`src/rtl/seg7_defs.sv`:
```
// Shared constants for the binary-to-7-segment converter: digit patterns,
// FSM state encoding, display limit and the double-dabble nibble adjust.
package seg7_defs;

  // Active-low patterns, bit order {g,f,e,d,c,b,a}
  localparam logic [6:0] SEG_0     = 7'b1000000;
  localparam logic [6:0] SEG_1     = 7'b1111001;
  localparam logic [6:0] SEG_2     = 7'b0100100;
  localparam logic [6:0] SEG_3     = 7'b0110000;
  localparam logic [6:0] SEG_4     = 7'b0011001;
  localparam logic [6:0] SEG_5     = 7'b0010010;
  localparam logic [6:0] SEG_6     = 7'b0000010;
  localparam logic [6:0] SEG_7     = 7'b1111000;
  localparam logic [6:0] SEG_8     = 7'b0000000;
  localparam logic [6:0] SEG_9     = 7'b0010000;
  localparam logic [6:0] SEG_BLANK = 7'b1111111;
  localparam logic [6:0] SEG_DASH  = 7'b0111111;

  localparam logic [13:0] MAX_DISPLAY = 14'd9999;
  localparam logic [3:0]  LAST_ITER   = 4'd13;

  typedef enum logic [1:0] {
    ST_IDLE  = 2'd0,
    ST_SHIFT = 2'd1,
    ST_LOAD  = 2'd2
  } state_t;

  // Add 3 to every BCD nibble that is 5 or more, ahead of the left shift.
  function automatic logic [15:0] bcd_adjust(input logic [15:0] b);
    logic [15:0] r;
    r = b;
    for (int unsigned i = 0; i < 4; i++) begin
      if (b[i*4 +: 4] >= 4'd5) begin
        r[i*4 +: 4] = b[i*4 +: 4] + 4'd3;
      end
    end
    return r;
  endfunction

endpackage

```
`src/rtl/seg7_decoder.sv`:
```
// Combinational BCD nibble to active-low 7-segment pattern.
// Non-decimal nibbles show a dash.
module seg7_decoder
  import seg7_defs::*;
(
  input  logic [3:0] nibble_i,
  output logic [6:0] seg_o
);

  always_comb begin
    seg_o = SEG_DASH;
    unique case (nibble_i)
      4'd0:    seg_o = SEG_0;
      4'd1:    seg_o = SEG_1;
      4'd2:    seg_o = SEG_2;
      4'd3:    seg_o = SEG_3;
      4'd4:    seg_o = SEG_4;
      4'd5:    seg_o = SEG_5;
      4'd6:    seg_o = SEG_6;
      4'd7:    seg_o = SEG_7;
      4'd8:    seg_o = SEG_8;
      4'd9:    seg_o = SEG_9;
      default: seg_o = SEG_DASH;
    endcase
  end

endmodule

```
`src/rtl/binary_to_segments.sv`:
```
// 14-bit binary to four 7-segment digits via a sequential double-dabble engine.
// Accept -> 14 shift cycles -> load; all four digits update together with done.
module binary_to_segments
  import seg7_defs::*;
#(
  parameter int unsigned BLANK_LEADING = 1
) (
  input  logic        clk,
  input  logic        rst_n,
  input  logic [13:0] value,
  input  logic        value_valid,
  output logic        ready,
  output logic        done,
  output logic [6:0]  segment1,
  output logic [6:0]  segment2,
  output logic [6:0]  segment3,
  output logic [6:0]  segment4
);

  state_t           state_q, state_d;
  logic [13:0]      bin_q, bin_d;
  logic [15:0]      bcd_q, bcd_d;
  logic [3:0]       cnt_q, cnt_d;
  logic             over_q, over_d;
  logic             done_q, done_d;
  logic [3:0][6:0]  seg_q, seg_d;

  logic [15:0]      bcd_adj;
  logic [3:0][6:0]  dec;
  logic [3:0]       blank;
  logic [3:0][6:0]  disp;

  assign bcd_adj = bcd_adjust(bcd_q);

  seg7_decoder u_dec0 (.nibble_i(bcd_q[3:0]),   .seg_o(dec[0]));
  seg7_decoder u_dec1 (.nibble_i(bcd_q[7:4]),   .seg_o(dec[1]));
  seg7_decoder u_dec2 (.nibble_i(bcd_q[11:8]),  .seg_o(dec[2]));
  seg7_decoder u_dec3 (.nibble_i(bcd_q[15:12]), .seg_o(dec[3]));

  // A digit blanks only when it and every digit above it are zero.
  always_comb begin
    blank    = '0;
    blank[3] = (BLANK_LEADING != 0) && (bcd_q[15:12] == 4'd0);
    blank[2] = blank[3] && (bcd_q[11:8] == 4'd0);
    blank[1] = blank[2] && (bcd_q[7:4] == 4'd0);
  end

  always_comb begin
    disp = '0;
    for (int unsigned k = 0; k < 4; k++) begin
      if (over_q) begin
        disp[k] = SEG_DASH;
      end else if (blank[k]) begin
        disp[k] = SEG_BLANK;
      end else begin
        disp[k] = dec[k];
      end
    end
  end

  always_ff @(posedge clk) begin
    if (!rst_n) begin
      state_q <= ST_IDLE;
      bin_q   <= '0;
      bcd_q   <= '0;
      cnt_q   <= '0;
      over_q  <= 1'b0;
      done_q  <= 1'b0;
      seg_q   <= {4{SEG_BLANK}};
    end else begin
      state_q <= state_d;
      bin_q   <= bin_d;
      bcd_q   <= bcd_d;
      cnt_q   <= cnt_d;
      over_q  <= over_d;
      done_q  <= done_d;
      seg_q   <= seg_d;
    end
  end

  always_comb begin
    state_d = state_q;
    bin_d   = bin_q;
    bcd_d   = bcd_q;
    cnt_d   = cnt_q;
    over_d  = over_q;
    done_d  = 1'b0;
    seg_d   = seg_q;
    unique case (state_q)
      ST_IDLE: begin
        if (value_valid) begin
          bin_d   = value;
          bcd_d   = '0;
          cnt_d   = '0;
          over_d  = (value > MAX_DISPLAY);
          state_d = ST_SHIFT;
        end
      end
      ST_SHIFT: begin
        {bcd_d, bin_d} = {bcd_adj[14:0], bin_q, 1'b0};
        cnt_d = cnt_q + 4'd1;
        if (cnt_q == LAST_ITER) begin
          state_d = ST_LOAD;
        end
      end
      ST_LOAD: begin
        seg_d   = disp;
        done_d  = 1'b1;
        state_d = ST_IDLE;
      end
      default: state_d = ST_IDLE;
    endcase
  end

  assign ready    = (state_q == ST_IDLE);
  assign done     = done_q;
  assign segment1 = seg_q[0];
  assign segment2 = seg_q[1];
  assign segment3 = seg_q[2];
  assign segment4 = seg_q[3];

endmodule

```
`config.mk`:
```
export PLATFORM = sky130hd
export DESIGN_NAME = binary_to_segments
export DESIGN_NICKNAME = d
export VERILOG_FILES = /design/src/rtl/seg7_defs.sv /design/src/rtl/seg7_decoder.sv /design/src/rtl/binary_to_segments.sv
export SDC_FILE = /design/constraint.sdc
export NUM_CORES = 1
export LEC_CHECK = 0
export CAP_MARGIN = 20
export CORE_MARGIN = 2
export CORE_UTILIZATION = 30
export CTS_BUF_LIST = sky130_fd_sc_hd__clkbuf_8
export CTS_CLUSTER_SIZE = 25
export DETAILED_ROUTE_END_ITERATION = 6
export HOLD_SLACK_MARGIN = 0.1
export PLACE_DENSITY = 0.46
export REMOVE_ABC_BUFFERS = 1
export SYNTH_ARGS = -nofsm -noshare
export SYNTH_HDL_FRONTEND = slang
export SYNTH_SLANG_ARGS = --single-unit
```
`constraint.sdc`:
```
create_clock -name clk -period 2.5 [get_ports clk]
set_input_delay 0.5 -clock clk [delete_from_list [all_inputs] [get_ports clk]]
set_output_delay 0.5 -clock clk [all_outputs]
set_load 0.01 [all_outputs]
```
==> results of run 1 <==
==> registers in the layout, indices dropped and copies added, names as in the netlist <==
name and cells:
segment2 7, u_dec2.seg_o 7, bcd_q 16, segment4 7
u_dec3.seg_o 7, segment3 7, segment1 7, state_q 2
bin_q 14, cnt_q 4, u_dec0.seg_o 7, done 1
over_q 1, u_dec1.seg_o 7
==> metrics by stage <==
stage	setup TNS, ns	util	setup slack, ns	std cells
2_1_floorplan	0	-	0.164	464
3_3_place_gp	-1.08	0.374	-0.141	753
3_5_place_dp	-1.52	0.374	-0.145	753
4_1_cts	0	0.390	0.108	769
5_1_grt	0	0.391	0.0358	770
6_report	0	0.391	0.182	770
==> timing repair <==
action / 4_1_cts / 5_1_grt
resized for setup: 0 / 3
setup endpoints to repair: 0 / 7
hold buffers: 0 / 0
hold endpoints to repair: 0 / 0
setup buffers: 0 / 1
==> cell usage in the layout (no fill, tap or decap), types with 3 or more instances in the layout <==
cell	synthesis	layout
a311oi_1	4	4
o22ai_1	26	26
a31oi_1	4	4
mux2i_1	5	5
nor4bb_1	3	3
clkdlybuf4s50_1	0	46
and3_1	4	4
clkbuf_8	0	12
nand2b_1	8	8
nor2_2	2	3
ha_1	32	32
dfxtp_1	94	93
inv_2	4	5
a22oi_1	6	6
buf_4	2	60
a221o_1	3	3
a22oi_4	4	4
nand2_1	61	61
a22o_1	3	3
nand3_1	7	7
a21oi_1	34	33
or3_1	3	3
o21ai_0	29	29
o311a_1	4	4
inv_1	24	24
nor2_1	33	32
nor3_1	16	16
and2_1	3	3
==> kinds of logic (layout without fill, tap and decap cells) <==
group	after synthesis	count (layout)	synth area share
AOI/OAI and AO/OA	144	144	0.233
and+or+nand+nor	154	154	0.170
xor gates and xnor gates	4	4	0.00790
adders and majority gates	32	32	0.0903
muxes	6	6	0.0138
DFF	94	94	0.424
buffers and inverters	57	152	0.0607
==> layout make-up <==
| type | count | area [sq um] | area share |
|---|---|---|---|
| Multi-Input combinational cell | 340 | 2290 | 0.404 |
| Sequential cell | 94 | 1880 | 0.333 |
| Timing Repair Buffer | 106 | 911 | 0.161 |
| Tap cell | 184 | 230 | 0.0407 |
| Clock buffer | 12 | 165 | 0.0292 |
| Inverter | 30 | 113 | 0.0199 |
| Clock inverter | 4 | 68.8 | 0.0122 |
==> power breakdown <==
group          leakage [nW]  switching [mW]  internal, mW  total [mW]
Sequential            0.763          0.0216          1.52        1.55
Combinational          1.59           0.109        0.0948       0.204
Clock                 0.124           0.541         0.640        1.18
==> worst register-to-register path, cell delays in order, from the launching register on <==
cell	delay (ns)
dfxtp_2	0.37
inv_1	0.09
ha_1	0.19
nand2b_1	0.22
a2111oi_4	0.39
a211o_1	0.20
inv_2	0.05
ha_1	0.18
or3_1	0.39
o311a_1	0.12
==> worst paths after layout <==
path | from | endpoint | slack [ns]
max | state_q[0]$_SDFFE_PN0P_ | ready | 0.18
min | u_dec2.seg_o[4]$_DFF_P_ | segment3[4]$_SDFFE_PN1P_ | 0.45
max reg2reg | bcd_q[5]$_SDFFE_PN0N_ | u_dec1.seg_o[0]$_DFF_P_ | 0.19
min reg2reg | u_dec2.seg_o[4]$_DFF_P_ | segment3[4]$_SDFFE_PN1P_ | 0.45
==> metal layers <==
layer | up-vias | global-route usage | routed length [um]
met5 | - | 0 | 0
met3 | 16 | 0.0261 | 399
met1 | 1749 | 0.186 | 5170
met2 | 62 | 0.224 | 4860
li1 | 1915 | - | -
met4 | 0 | 0.0673 | 240
==> results.md, run 1 <==
* Outcome: finished clean
* Final setup fails at 0
* Main flop type after synthesis: dfxtp_1
* Crit. path cell count at 3
* CP Capture Type: primary output
* Max Clk Rate at 431 MHz
* Top-area cell type share of the netlist area at 0.424
* Hold WS at 0.446 ns
* Area post-placement at 5410 sq um
* Clock Tree Buf Depth at 2
* Area Growth Syn to Fin at 27.7%
* Max-Cap Viols at 0
* Clock slew at reported path FFs at 0.09 ns
* Cell count after synthesis at 491
* Number of diodes at 0
* #FFs+latches synth at 94
* Netlist cell types at 68
* GRT Util Overall at 0.141
* I/O Buffers at 46
* CTS tree: yes
* Gpl congestion at 0.797
* Post-synth EDFFs at 0
* RSZ-0062 raised after global routing: false
* Worst-margin pin slew at 0.482 ns
* Max Slew Vio Count at 0
* Initial antenna violation count at 0
* Root Buffer: clkbuf_8
* Pwr dens at 518 nW/um^2
* Design area at 5660 sq um
* Avg WL per Cell at 13.9 um
* Critical Path Start Type: flop
* Die X-Extent at 126 um
* Tmin final at 2.32 ns
* Crit path kind: reg -> out
* Filler Cells Inserted at 1483
* Insertion delay to the later sink of the worst-skew pair at 0.38 ns
* Final WL at 10700 um
* First-pass GRT wire length at 17900 um
* Top delay family on crit path: buffers and inverters
* GR Overflow Total at 0
* Mean Syn Cell Area at 9.03 sq um
* Reg2reg path depth at 9
* Final Hold Violating Endpoints at 0
* Total CTS buffers at 9
* Crit-path slowest cell: clkdlybuf4s50_1
* Critical Path Max Stage Delay at 0.58 ns
* Total number of vias at 3742
* Final Cycle Share at 0.927
* DP Wirelength at 7890 um
* I/O pins at 47
* Die height at 126 um
* Critical-path cell list: buf_4 -> nor2_1 -> clkdlybuf4s50_1
* Max_slew headroom at 0.677
* Synth warnings at 0
* Most common cell in the netlist: dfxtp_1
* Vias per inst at 4.86
* Arr. time, crit path at 1.82 ns
* Clock Sinks at 94
* Layout cells sized above 1 at 0.174
* Row count at 44
* DR pass1 iterations at 4
* Synth cell count leaders: 94 x dfxtp_1, 61 x nand2_1, 34 x a21oi_1
* Power Total at 2.93 mW
* Core ar. at 14500 sq um
* Die area at 15800 sq um
* Required @ worst endpoint at 2.00 ns
* DRT antenna net count at 0
* Worst path buffer plus inverter count at 2
* # nets final at 630
* Synth async-reset ratio at 0
* LEAKAGE at 2.47 nW
* Critical path peak fanout at 9
* Seq/Total Area, Yosys at 0.424
* Post-synth top area cell: dfxtp_1
* Top post-synthesis cells by area: dfxtp_1 42%, ha_1 9.0%, nand2_1 5.2%
* Hold-critical path depth at 2
* Max rail drop VDD at 0.208 mV
* HP Class: reg -> reg
* Starting density of the core at 0.306
* Vias in the first global route at 3586
* Synthesized area at 4430 sq um
* Largest net degree at the start of global routing at 26
* Clock Skew at 0.00624 ns
* DRC at 0
* # H-tree levels at 3
* Initial DRC count at 214
(Power assumes the default switching activity.)
==> run 2: changes to the inputs <==
- REMOVE_ABC_BUFFERS: 1 -> not set
==> results.md, run 2 (synthesized netlist as in run 1, its figures left out) <==
* Sequential Area at 1880 sq um
* Commonest non-fill, non-tap cell in the layout: dfxtp_1
* Total number of vias at 3686
* Avg WL per Cell at 14.0 um
* Number of diodes at 0
* Cts hold-fix bufs at 0
* I/O pins at 47
* Vias per inst at 4.79
* # H-tree levels at 3
* I/O Buffers at 46
* Pwr dens at 511 nW/um^2
* Critical Path Max Stage Delay at 0.41 ns
* Clock slew at reported path FFs at 0.10 ns
* Die height at 126 um
* Root Buffer: clkbuf_8
* Max Slew Vio Count at 0
* Critical Path Start Type: flop
* Clock Tree Buf Depth at 2
* Layout cells sized above 1 at 0.171
* Largest register FFs at 16
* DR pass1 iterations at 5
* GRT Util Overall at 0.145
* Non-Filler Instances at 770
* Area Growth Syn to Fin at 27.2%
* Critical path peak fanout at 4
* Dpl cells at 753
* DP Wirelength at 8010 um
* Filler Cells Inserted at 1507
* Total CTS buffers at 9
* Most used cell, CP: ha_1
* First-pass GRT wire length at 18400 um
* Final WL at 10700 um
* CTS tree: yes
* Final Cycle Share at 0.943
* Die area at 15800 sq um
* Core ar. at 14500 sq um
* Die X-Extent at 126 um
* Crit-path slowest cell: or3_1
* Commonest non-fill, non-tap cells in the layout: 93 x dfxtp_1, 61 x nand2_1, 60 x buf_4
* Largest net degree at the start of global routing at 28
* DRT antenna net count at 0
* Vias in the first global route at 3685
* GR Overflow Total at 0
* Outcome: finished clean
* Worst path buffer plus inverter count at 2
* LEAKAGE at 2.46 nW
* RSZ-0062 raised after global routing: false
* Max Clk Rate at 424 MHz
* Arr. time, crit path at 2.64 ns
* Final Hold Violating Endpoints at 0
* Setup slack, reg-to-reg at 0.14 ns
* Top delay family on crit path: compound AO/OA/AOI/OAI gates
* Initial DRC count at 127
* Final setup fails at 0
* # nets final at 630
* Largest regs: bcd_q: 16 flops, bin_q: 14 flops
* Max rail drop VDD at 0.333 mV
* Gpl congestion at 0.793
* Initial antenna violation count at 0
* HP Class: reg -> reg
* Clock Sinks at 94
* Hold WS at 0.449 ns
* Max_slew headroom at 0.658
* Worst-margin pin slew at 0.513 ns
* Starting density of the core at 0.306
* Top reg by flops: bcd_q
* DRC at 0
* Crit path kind: reg -> reg
* Max-Cap Viols at 0
* Critical-path cell list: inv_1 -> ha_1 -> nand2b_1 -> a2111oi_4 -> a211o_1 -> inv_2 -> ha_1 -> or3_1 -> o311a_1
* Required @ worst endpoint at 2.78 ns
* Insertion delay to the later sink of the worst-skew pair at 0.39 ns
* Row count at 44
* Syn_nets at 540
* Clock Skew at 0.0126 ns
* CP Capture Type: flop
* Area of the multi-input gates at 2280 sq um
* Tmin final at 2.36 ns
-- run 2: routing by layer --
layer / global-route usage / wire length [um] / vias up
met5: 0 / 0 / -
li1: - / - / 1918
met1: 0.195 / 5380 / 1684
met2: 0.227 / 4770 / 69
met4: 0.0536 / 200 / 0
met3: 0.0364 / 400 / 15
-- run 2: stage by stage --
step | total power, mW | instance area [sq um] | TNS [ns] | util | setup WS [ns]
floorplan | 1.69 | 4430 | 0 | - | 0.178
global placement | 1.78 | 5410 | -2.00 | 0.374 | -0.181
detailed placement | 1.78 | 5410 | -2.65 | 0.374 | -0.230
CTS | 2.93 | 5630 | 0 | 0.389 | 0.0539
global route | 3.01 | 5640 | 0 | 0.389 | 0.00830
finish | 2.88 | 5640 | 0 | 0.389 | 0.142
-- run 2: report_power, final --
part | total (mW) | switching, mW | leakage, nW | internal [mW]
Clock | 1.14 | 0.568 | 0.114 | 0.567
Combinational | 0.201 | 0.109 | 1.58 | 0.0922
Sequential | 1.55 | 0.0207 | 0.763 | 1.53
-- run 2: timing repair --
item                                    4_1_cts  5_1_grt
endpoints found under the setup margin        0        4
resized for setup                             0        2
buffers inserted                              0        1
-- run 2: final timing paths --
| check | endpoint | start | depth (start not counted) |
|---|---|---|---|
| worst min-delay path | segment3[2]$_SDFFE_PN1P_ | u_dec2.seg_o[2]$_DFF_P_ | 2 |
| worst max-delay path | u_dec1.seg_o[3]$_DFF_P_ | bcd_q[5]$_SDFFE_PN0N_ | 9 |
| worst max register to register | u_dec1.seg_o[3]$_DFF_P_ | bcd_q[5]$_SDFFE_PN0N_ | 9 |
| worst min register to register | segment3[2]$_SDFFE_PN1P_ | u_dec2.seg_o[2]$_DFF_P_ | 2 |
-- run 2: tightest hold or removal path: cells and delay by family (launching register included) --
kind	cells	cell delay, ns
flip-flops	1	0.32
AND/OR/NAND/NOR	1	0.05
AO/OA/AOI/OAI	1	0.05
-- run 2: area by class of cell --
| class | count | share of cell area |
|---|---|---|
| Clock inverter | 7 | 0.0171 |
| Tap cell | 184 | 0.0408 |
| Inverter | 30 | 0.0200 |
| Clock buffer | 9 | 0.0220 |
| Timing Repair Buffer | 106 | 0.162 |
| Sequential cell | 94 | 0.334 |
| Multi-Input combinational cell | 340 | 0.405 |
